--- src/rtl/load_pkg.sv ---
// Program loader shared types.
//   load_state_e : loader FSM states
//   TGT_INSTR / TGT_DATA : frame header target codes
//   is_tgt()     : 1 when a header byte names a valid target
package load_pkg;

  typedef enum logic [2:0] {
    IDLE,
    LEN_LO,
    LEN_HI,
    DATA,
    DONE,
    ERR
  } load_state_e;

  localparam logic [7:0] TGT_INSTR = 8'h00;
  localparam logic [7:0] TGT_DATA  = 8'h01;

  function automatic logic is_tgt(input logic [7:0] b);
    return (b == TGT_INSTR) || (b == TGT_DATA);
  endfunction

endpackage

--- src/rtl/prog_load_sequencer_word_assembler.sv ---
// word_assembler: packs four LSB-first bytes into a 32-bit word.
//   clk, rst      : clock, async active-high reset
//   clr           : sync clear of byte counter and partial word
//   byte_valid    : byte_in is valid this cycle
//   byte_in[7:0]  : incoming byte
//   word[31:0]    : assembled word, valid while word_valid is high
//   word_valid    : 1 on the cycle the 4th byte arrives (combinational)
module word_assembler (
  input  logic        clk,
  input  logic        rst,
  input  logic        clr,
  input  logic        byte_valid,
  input  logic [7:0]  byte_in,
  output logic [31:0] word,
  output logic        word_valid
);

  logic [1:0]  cnt;
  // Only three bytes ever need storing; the 4th is taken straight from byte_in.
  logic [23:0] sr;

  assign word_valid = byte_valid && (cnt == 2'd3);
  assign word       = {byte_in, sr};

  always_ff @(posedge clk or posedge rst) begin
    if (rst) begin
      cnt <= '0;
      sr  <= '0;
    end else if (clr) begin
      cnt <= '0;
      sr  <= '0;
    end else if (byte_valid) begin
      cnt <= cnt + 2'd1;
      sr  <= {byte_in, sr[23:8]};
    end
  end

endmodule

--- src/rtl/prog_load_sequencer.sv ---
// prog_load_sequencer: decodes a UART program frame (TGT, LEN_LO, LEN_HI,
// N x 4 bytes LSB first) into memory writes, holds the CPU until the image
// is complete, then hands the memory write port to the CPU.
//   clk, reset        : clock, async active-high reset
//   rx_valid/rx_byte  : received byte strobe and value
//   load_req          : restart loading from DONE or ERR
//   cpu_we/sel/addr/wdata : CPU write request
//   mem_we/sel/addr/wdata : arbitrated memory write port
//   cpu_hold          : CPU stalled
//   load_done         : image loaded, CPU running
//   load_err          : frame aborted
module prog_load_sequencer
  import load_pkg::*;
#(
  parameter int ADDR_W      = 14,
  parameter int TIMEOUT_CYC = 5000000
) (
  input  logic              clk,
  input  logic              reset,
  input  logic              rx_valid,
  input  logic [7:0]        rx_byte,
  input  logic              load_req,
  input  logic              cpu_we,
  input  logic              cpu_sel,
  input  logic [ADDR_W-1:0] cpu_addr,
  input  logic [31:0]       cpu_wdata,
  output logic              mem_we,
  output logic              mem_sel,
  output logic [ADDR_W-1:0] mem_addr,
  output logic [31:0]       mem_wdata,
  output logic              cpu_hold,
  output logic              load_done,
  output logic              load_err
);

  localparam int              TW        = $clog2(TIMEOUT_CYC + 1);
  localparam logic [TW-1:0]   TO_LAST   = TW'(TIMEOUT_CYC - 1);
  localparam int unsigned     MAX_WORDS = 32'd1 << ADDR_W;

  load_state_e       state;
  logic              tgt;
  logic [7:0]        len_lo;
  logic [15:0]       len;
  logic [ADDR_W-1:0] idx;
  logic [TW-1:0]     to_cnt;

  logic              ld_we;
  logic [ADDR_W-1:0] ld_addr;
  logic [31:0]       ld_wdata;

  logic [31:0]       asm_word;
  logic              asm_valid;
  logic              active;
  logic              expire;
  logic              last_word;
  logic [15:0]       len_n;
  logic              sel_ld;

  word_assembler u_asm (
    .clk        (clk),
    .rst        (reset),
    .clr        (state != DATA),
    .byte_valid (rx_valid && (state == DATA)),
    .byte_in    (rx_byte),
    .word       (asm_word),
    .word_valid (asm_valid)
  );

  assign active    = (state == LEN_LO) || (state == LEN_HI) || (state == DATA);
  // A byte arriving on the expiry cycle is consumed instead of aborting.
  assign expire    = active && !rx_valid && (to_cnt == TO_LAST);
  assign last_word = (32'(idx) + 32'd1) == 32'(len);
  assign len_n     = {rx_byte, len_lo};

  always_ff @(posedge clk or posedge reset) begin
    if (reset) begin
      state     <= IDLE;
      tgt       <= 1'b0;
      len_lo    <= '0;
      len       <= '0;
      idx       <= '0;
      to_cnt    <= '0;
      ld_we     <= 1'b0;
      ld_addr   <= '0;
      ld_wdata  <= '0;
      cpu_hold  <= 1'b1;
      load_done <= 1'b0;
      load_err  <= 1'b0;
    end else begin
      ld_we  <= 1'b0;
      // Every active-state entry coincides with a byte, so clearing on
      // rx_valid also covers the clear-on-entry rule.
      to_cnt <= (!active || rx_valid) ? '0 : to_cnt + TW'(1);

      unique case (state)
        IDLE: if (rx_valid) begin
          if (is_tgt(rx_byte)) begin
            tgt   <= rx_byte[0];
            state <= LEN_LO;
          end else begin
            state    <= ERR;
            load_err <= 1'b1;
          end
        end

        LEN_LO: if (rx_valid) begin
          len_lo <= rx_byte;
          state  <= LEN_HI;
        end else if (expire) begin
          state    <= ERR;
          load_err <= 1'b1;
        end

        LEN_HI: if (rx_valid) begin
          len <= len_n;
          if (len_n == 16'd0) begin
            state     <= DONE;
            cpu_hold  <= 1'b0;
            load_done <= 1'b1;
          end else if (32'(len_n) > MAX_WORDS) begin
            state    <= ERR;
            load_err <= 1'b1;
          end else begin
            state <= DATA;
          end
        end else if (expire) begin
          state    <= ERR;
          load_err <= 1'b1;
        end

        DATA: if (asm_valid) begin
          ld_we    <= 1'b1;
          ld_addr  <= idx;
          ld_wdata <= asm_word;
          idx      <= idx + ADDR_W'(1);
          // DONE is entered together with the final write; the mux keeps
          // the loader on the port for that cycle.
          if (last_word) begin
            state     <= DONE;
            cpu_hold  <= 1'b0;
            load_done <= 1'b1;
          end
        end else if (expire) begin
          state    <= ERR;
          load_err <= 1'b1;
        end

        DONE: if (load_req) begin
          state     <= IDLE;
          cpu_hold  <= 1'b1;
          load_done <= 1'b0;
          idx       <= '0;
          len       <= '0;
          len_lo    <= '0;
        end

        ERR: if (load_req) begin
          state    <= IDLE;
          load_err <= 1'b0;
          idx      <= '0;
          len      <= '0;
          len_lo   <= '0;
        end

        default: state <= IDLE;
      endcase
    end
  end

  assign sel_ld    = (state != DONE) || ld_we;
  assign mem_we    = sel_ld ? ld_we    : cpu_we;
  assign mem_sel   = sel_ld ? tgt      : cpu_sel;
  assign mem_addr  = sel_ld ? ld_addr  : cpu_addr;
  assign mem_wdata = sel_ld ? ld_wdata : cpu_wdata;

endmodule

--- config.mk ---
export PLATFORM = sky130hd
export DESIGN_NAME = prog_load_sequencer
export DESIGN_NICKNAME = d
export VERILOG_FILES = /design/src/rtl/load_pkg.sv /design/src/rtl/prog_load_sequencer_word_assembler.sv /design/src/rtl/prog_load_sequencer.sv
export SDC_FILE = /design/constraint.sdc
export NUM_CORES = 1
export LEC_CHECK = 0
export ABC_AREA = 1
export ABC_CLOCK_PERIOD_IN_PS = 6100
export CAP_MARGIN = 5
export CELL_PAD_IN_SITES_DETAIL_PLACEMENT = 1
export CELL_PAD_IN_SITES_GLOBAL_PLACEMENT = 1
export CORE_MARGIN = 8
export CORE_UTILIZATION = 41
export DETAILED_ROUTE_END_ITERATION = 8
export HOLD_SLACK_MARGIN = 0.12
export PLACE_DENSITY = 0.91
export REMOVE_ABC_BUFFERS = 1
export SYNTH_ARGS = -nofsm -noshare
export SYNTH_HDL_FRONTEND = slang
export SYNTH_SLANG_ARGS = --single-unit
--- constraint.sdc ---
create_clock -name clk -period 6.1 [get_ports clk]
set_input_delay 0.915 -clock clk [delete_from_list [all_inputs] [get_ports clk]]
set_output_delay 0.915 -clock clk [all_outputs]
set_load 0.05 [all_outputs]
==> summary.md, run 1 <==
| Metric | Value |
|---|---|
| Final Wtd Congestion | `around 0.86` |
| Startpoint types | `register` |
| Min cycle time layout | `between 4 and 5 ns` |
| Clock skew | `0.00918 ns` |
| Fill cells | `roughly 2,000` |
| Kind of critical path | `register to output port` |
| Seq cells post-synth | `141` |
| DRC | `0` |
| Diodes inserted | `0` |
| Clock Sink Count | `about 140` |
| Slew margin rel. | `26.2%` |
| # IOs | `between 100 and 150` |
| Crit. End Element | `output port` |
| Die W | `147 um` |
| Total Power | `roughly 0.0033 W` |
| Max-cap violations | `0` |
| Wire per inst | `~19 um` |
| CTS Buf Count | `17` |
| Sequential-to-total area share from yosys stat | `about half` |
| Period utilization | `70.5%` |
| Reg2reg path depth | `14` |
| First-pass GRT wire length | `about 35,000 um` |
| Average size of a mapped cell | `between 8 and 9 sq um` |
| TritonRoute pass-1 iters | `5` |
| Area grow syn2layout | `27.1%` |
| Number of I/O port buffers | `110` |
| Post-DP Area | `roughly 8300 sq um` |
| Post-DP HPWL | `between 10,000 and 15,000 um` |
| CP most frequent cell | `nor2_1` |
| Final nets | `between 900 and 1,000` |
| Final WL | `between 20,000 and 25,000 um` |
| CP max FO | `between 40 and 50` |
| RSZ-0062 raised after global routing | `no` |
| Post-synth top area share | `a little under 50%` |
| WP data arrival | `roughly 3.4 ns` |
| Crit-path cells | `nor2_1 -> inv_1 -> nor2_1 -> nand2_2 -> mux2_2 -> clkdlybuf4s50_1` |
| # hold bufs at CTS | `0` |
| Slew Viols, Final | `0` |
| Largest net degree at the start of global routing | `about 100` |
| H-tree depth | `4` |
| Crit path required time | `5.18 ns` |
| Root Buffer | `clkbuf_16` |
| Setup Viol. Count Final | `0` |
| Share of cells above drive strength 1 | `approximately an eighth` |
| Total GRT Usage | `20.3%` |
| EDFF count, synth | `0` |
| Final Cell Area | `around 9000 sq um` |
| Max Buffers Root-to-Sink | `2` |
| Core Util, Final | `between 50% and 60%` |
| Number of core rows | `between 40 and 50` |
| Post-Syn Area | `between 7000 and 8000 sq um` |
| Lkg Pwr | `3.90 nW` |
| Register area | `around 3500 sq um` |
| Die Area | `approximately 22,000 sq um` |
| Worst Hold Class | `register to register` |
| Status | `completed` |
| Initial Util | `just over 40%` |
| Fmax | `about 230 MHz` |
| Slowest stage cell, crit path | `clkdlybuf4s50_1` |
| Final Hold Vio Count | `0` |
| Largest stage delay, worst path | `between 0.8 and 0.9 ns` |
| Synth cell types | `38` |
| Crit path capture | `mem_wdata[17]` |
| Routed vias | `between 6,000 and 7,000` |
| FF-to-FF Start | `idx[0]$_DFFE_PP0P_` |
| Die height | `147 um` |
| Post-CTS Resized | `0` |
| Synth area leaders | `dfrtp_1 (50%), nand2_1 (8.2%), mux2_2 (7.4%)` |
| Cells after Synth | `between 800 and 900` |
| Critical path startpoint | `state[1]$_DFFE_PP0P_` |
| Power per standard cell area | `roughly 370 nW/um^2` |
| DRT iter0 DRCs | `about 340` |
| Leading cell type in the layout, fill and taps excluded | `nand2_1` |
| Worst reg2reg endpoint | `state[0]$_DFFE_PP0P_` |
| Tightest Pin Transition | `~1.1 ns` |
| Clock-pin transition on the worst setup and hold timing paths | `about 0.060 ns` |
| Warnings from Yosys | `0` |
| Vias per Instance | `~5.5` |
| Final TNS setup | `0 ns` |
| Overflow after GRT | `0` |
| Peak VDD IR | `~220 uV` |
| Initial antenna violation count | `0` |
| Multi-input logic area | `around 3000 sq um` |
| Top_reg_cell synth | `dfrtp_1` |
| CTS tree | `built` |
| Yosys top cell by area | `dfrtp_1` |
| Asr flop ratio synth | `between 90% and 100%` |
| FF-to-FF setup slack | `3.78 ns` |
| Post-CTS setup buffers | `0` |
| Vias in the first global route | `between 6,000 and 7,000` |
| Final antenna-violating net count | `0` |
| Most frequent cells in the layout | `nand2_1 (152), dfrtp_1 (140), clkdlybuf4s50_1 (110)` |
| CORE AREA | `around 17,000 sq um` |
| Clk_lat worst skew | `0.43 ns` |
-- logic make-up (layout without fill, tap and decap cells) --
kind of cell	Yosys count	after routing	synth area share (%)
AOI/OAI and AO/OA	146	146	11.5
xor gates and xnor gates	8	8	1.21
adders and majority gates	3	3	0.533
buffers and inverters	143	259	7.89
DFF	141	141	50.1
muxes	46	46	7.35
and+or+nand+nor	328	328	21.4
-- per-layer routing --
metal | vias up | part of all wire, % | GRT usage, % | wire length (um)
met3 | 50 | 5.3 | 5.54 | 1140
met2 | 171 | 52 | 35.7 | 11100
met1 | 3162 | 40 | 22.8 | 8610
met5 | - | 0 | 0 | 0
met4 | 0 | 3.0 | 8.01 | 634
li1 | 2936 | - | - | -
-- cell usage after synthesis, drive strengths merged, types with 5 or more instances --
master / instances
nand2: 161
dfrtp: 140
inv: 112
o21ai: 73
nor2: 67
nand3: 62
o22ai: 48
mux2: 46
a21oi: 17
clkbuf: 17
nand4: 17
nor3: 14
buf: 11
nor4: 6
xor2: 5
-- where the power goes --
part	leakage, nW	total [W]	internal (W)	switching (W)
combinational	1.67	0.00113	0.000393	0.000741
clock	0.300	0.00109	0.000661	0.000433
sequential	1.93	0.00109	0.00103	0.0000595
total	3.90	0.00332	0.00209	0.00123
-- critical path, delay by kind of cell, from the launching register on --
kind | cells | cell delay, ns
muxes | 1 | 0.47
DFF | 1 | 0.43
buffers and inverters | 2 | 0.94
and+or+nand+nor | 3 | 1.06
-- flip-flops by register name (all words and copies together) (netlist names) --
register,count
cpu_hold,1
idx,14
ld_addr,14
ld_wdata,32
ld_we,1
len,16
len_lo,8
load_done,1
load_err,1
state,3
tgt,1
to_cnt,23
u_asm.cnt,2
u_asm.sr,24
-- per-stage QoR --
| step | cells | hold slack [ns] | setup WS (ns) |
|---|---|---|---|
| global route | 1156 | 0.484 | 1.54 |
| floorplan | 787 | 0.433 | 1.41 |
| global placement | 1124 | 0.446 | 2.36 |
| detailed placement | 1124 | 0.457 | 2.23 |
| CTS | 1156 | 0.465 | 1.75 |
| finish | 1156 | 0.462 | 1.80 |
-- worst min path at each step --
stage | startpoint | end | slack [ns] | cells after the start
floorplan | to_cnt[0]$_DFF_PP0_ | to_cnt[0]$_DFF_PP0_ | 0.43 | 1
global route | to_cnt[0]$_DFF_PP0_ | to_cnt[0]$_DFF_PP0_ | 0.48 | 1
finish | to_cnt[0]$_DFF_PP0_ | to_cnt[0]$_DFF_PP0_ | 0.46 | 1
global placement | to_cnt[0]$_DFF_PP0_ | to_cnt[0]$_DFF_PP0_ | 0.45 | 1
CTS | to_cnt[0]$_DFF_PP0_ | to_cnt[0]$_DFF_PP0_ | 0.46 | 1
detailed placement | to_cnt[0]$_DFF_PP0_ | to_cnt[0]$_DFF_PP0_ | 0.46 | 1
-- area by class of cell --
class,instances,area share (%)
Clock inverter,14,2.00
Sequential cell,141,39.4
Multi-Input combinational cell,531,33.2
Tap cell,225,3.14
Timing Repair Buffer,112,12.5
Clock buffer,18,4.90
Inverter,115,4.93
No activity file was read; power rests on OpenSTA's default activity.
==> inputs of run 2 (changes only) <==
ABC_CLOCK_PERIOD_IN_PS = 4400   (was 6100)
clock period = 4.4 ns   (was 6.1 ns; I/O delays follow)
==> run 2 against run 1 <==
Effect of this change: clock power rose by 49%; sequential power rose by 39%; total power rose by 43%; flip-flop and latch count did not move; core utilization rose by 0.31 points; clock skew barely moved; highest routed layer unchanged; sequential share of layout area fell by 0.23 points; via count rose by 0.24%; non-clock buffer count rose by 2; hold slack improved by 0.0030 ns; global-route usage rose by 1.3 points.
==> summary.md, run 2 (synthesis results as in run 1) <==
| Metric | Value |
|---|---|
| H-tree depth | `4` |
| Share of cells above drive strength 1 | `around 12%` |
| Die W | `~150 um` |
| Lkg Pwr | `3.92 nW` |
| DRT iter0 DRCs | `between 400 and 500` |
| Hold_ws | `0.466 ns` |
| Most frequent cells in the layout | `nand2_1 (152), dfrtp_1 (140), clkdlybuf4s50_1 (110)` |
| Initial Util | `roughly 41%` |
| RSZ-0062 raised after global routing | `no` |
| Total GRT Usage | `a little over a fifth` |
| Post-DP Area | `about 8400 sq um` |
| CTS Buf Count | `17` |
| Slew Viols, Final | `0` |
| Worst Hold Class | `register to register` |
| Power per standard cell area | `roughly 530 nW/um^2` |
| Largest reg by FF count | `ld_wdata` |
| Tightest Pin Transition | `~1 ns` |
| Worst path depth | `7` |
| # hold bufs at CTS | `0` |
| Pint | `around 0.003 W` |
| Cell family with most CP delay | `buffers and inverters` |
| Register share of total power | `32.0%` |
| CTS tree | `built` |
| Post-DP HPWL | `15,000 um` |
| Worst Path Buf+Inv | `3` |
| Kind of critical path | `register to output port` |
| Number of I/O port buffers | `110` |
| Final non-filler cell total | `between 1,000 and 1,500` |
| Final TNS setup | `0 ns` |
| CP most frequent cell | `nor2_1` |
| Largest stage delay, worst path | `about 0.8 ns` |
| Final nets | `approximately 980` |
| Diodes inserted | `0` |
| Max reg flops | `32` |
| Critical path startpoint | `state[0]$_DFFE_PP0P_` |
| Max Buffers Root-to-Sink | `2` |
| Worst reg2reg endpoint | `len[13]$_DFFE_PP0P_` |
| Vias per Instance | `about 5.5` |
| FF-to-FF setup slack | `between 1.5 and 2 ns` |
| Vias in the first global route | `6,897` |
| First-pass GRT wire length | `~37,000 um` |
| Final Hold Vio Count | `0` |
| Period utilization | `between 80% and 90%` |
| Post-CTS setup buffers | `0` |
| Crit-path cells | `nor2_1 -> inv_1 -> nor2_1 -> nand2_2 -> buf_12 -> mux2_2 -> clkdlybuf4s50_1` |
| Final Wtd Congestion | `~0.87` |
| Largest net degree at the start of global routing | `between 100 and 150` |
| Slowest stage cell, crit path | `clkdlybuf4s50_1` |
| WP data arrival | `3.12 ns` |
| Comb pwr share | `between 30% and 40%` |
| Clock Sink Count | `around 140` |
| TritonRoute pass-1 iters | `5` |
| Clock-pin transition on the worst setup and hold timing paths | `about 0.060 ns` |
| Placed insts | `around 1,100` |
| Area grow syn2layout | `27.9%` |
| Max-cap violations | `0` |
| Crit. End Element | `output port` |
| Fmax | `265 MHz` |
| Clk network pwr share | `approximately a third` |
| Post-CTS Resized | `0` |
| Min cycle time layout | `3.78 ns` |
| Final antenna-violating net count | `0` |
| DRC | `0` |
| Final WL | `23,000 um` |
| Final Cell Area | `approximately 9000 sq um` |
| Crit path required time | `approximately 3.7 ns` |
| Reg2reg path depth | `7` |
| Routed vias | `approximately 6,300` |
| Crit path capture | `mem_addr[10]` |
| Die Area | `around 22,000 sq um` |
| Overflow after GRT | `0` |
| Initial antenna violation count | `0` |
| Die height | `~150 um` |
| Top Registers | `ld_wdata (32), u_asm.sr (24), to_cnt (23)` |
| Clk_lat worst skew | `0.44 ns` |
| Startpoint types | `register` |
| Number of core rows | `between 40 and 50` |
| Slew margin rel. | `between 30% and 40%` |
| Leading cell type in the layout, fill and taps excluded | `nand2_1` |
| Setup Viol. Count Final | `0` |
| Status | `completed` |
| Clock skew | `roughly 0.009 ns` |
| CORE AREA | `about 17,000 sq um` |
| Peak VDD IR | `slightly above 300 uV` |
| # IOs | `approximately 110` |
| CP max FO | `29` |
| Switch Pwr | `0.00177 W` |
| FF-to-FF Start | `state[2]$_DFFE_PP0P_` |
| Wire per inst | `19.9 um` |
| Root Buffer | `clkbuf_16` |
| Net Sw Frac | `37.1%` |
==> run 2: cell count changes in the layout (fill, tap and decap cells not counted) <==
cell,change
bufinv_16,+2
clkbuf_1,+2
buf_12,+1
buf_4,+1
clkbuf_8,-1
clkinv_4,-1
inv_6,-1
inv_8,-1
==> run 2: per-stage QoR <==
stage	util [%]	setup WS [ns]	total power [W]
2_1_floorplan	-	-0.0396	0.00259
3_3_place_gp	49.0	1.16	0.00304
3_5_place_dp	49.0	1.07	0.00311
4_1_cts	52.8	0.601	0.00477
5_1_grt	52.8	0.421	0.00494
6_report	52.8	0.624	0.00476
==> run 2: layer usage <==
metal  up-vias  GRT usage [%]  share of wire (%)
li1       2922              -                  -
met1      3147           24.8                 40
met2       198           37.0                 51
met3        67           4.95                5.1
met4         0           11.1                3.9
met5         -              0                  0
==> run 2: cell type report <==
class | instances | area, sq um
fillers | 1959 | 8050
flip-flops and latches | 141 | 3530
multi-input cells | 531 | 2970
repair buffers | 114 | 1140
inverters | 115 | 442
clock buffers | 19 | 433
well taps | 225 | 282
clock inverters | 13 | 210
==> run 2: power groups by stage <==
stage          clock network [W]  logic, W  registers (W)
6_report                 0.00162   0.00162        0.00152
3_3_place_gp                   0   0.00151        0.00152
2_1_floorplan                  0   0.00103        0.00156
4_1_cts                  0.00163   0.00162        0.00152
3_5_place_dp                   0   0.00157        0.00153
5_1_grt                  0.00168   0.00173        0.00153
==> run 2: worst min path at each step <==
stage,from,end,depth (start not counted)
after global routing,to_cnt[0]$_DFF_PP0_,to_cnt[0]$_DFF_PP0_,1
after CTS,cpu_hold$_DFFE_PP1P_,cpu_hold$_DFFE_PP1P_,2
after floorplan,to_cnt[0]$_DFF_PP0_,to_cnt[0]$_DFF_PP0_,1
after global placement,to_cnt[0]$_DFF_PP0_,to_cnt[0]$_DFF_PP0_,1
after detailed placement,cpu_hold$_DFFE_PP1P_,cpu_hold$_DFFE_PP1P_,2
final,to_cnt[0]$_DFF_PP0_,to_cnt[0]$_DFF_PP0_,1
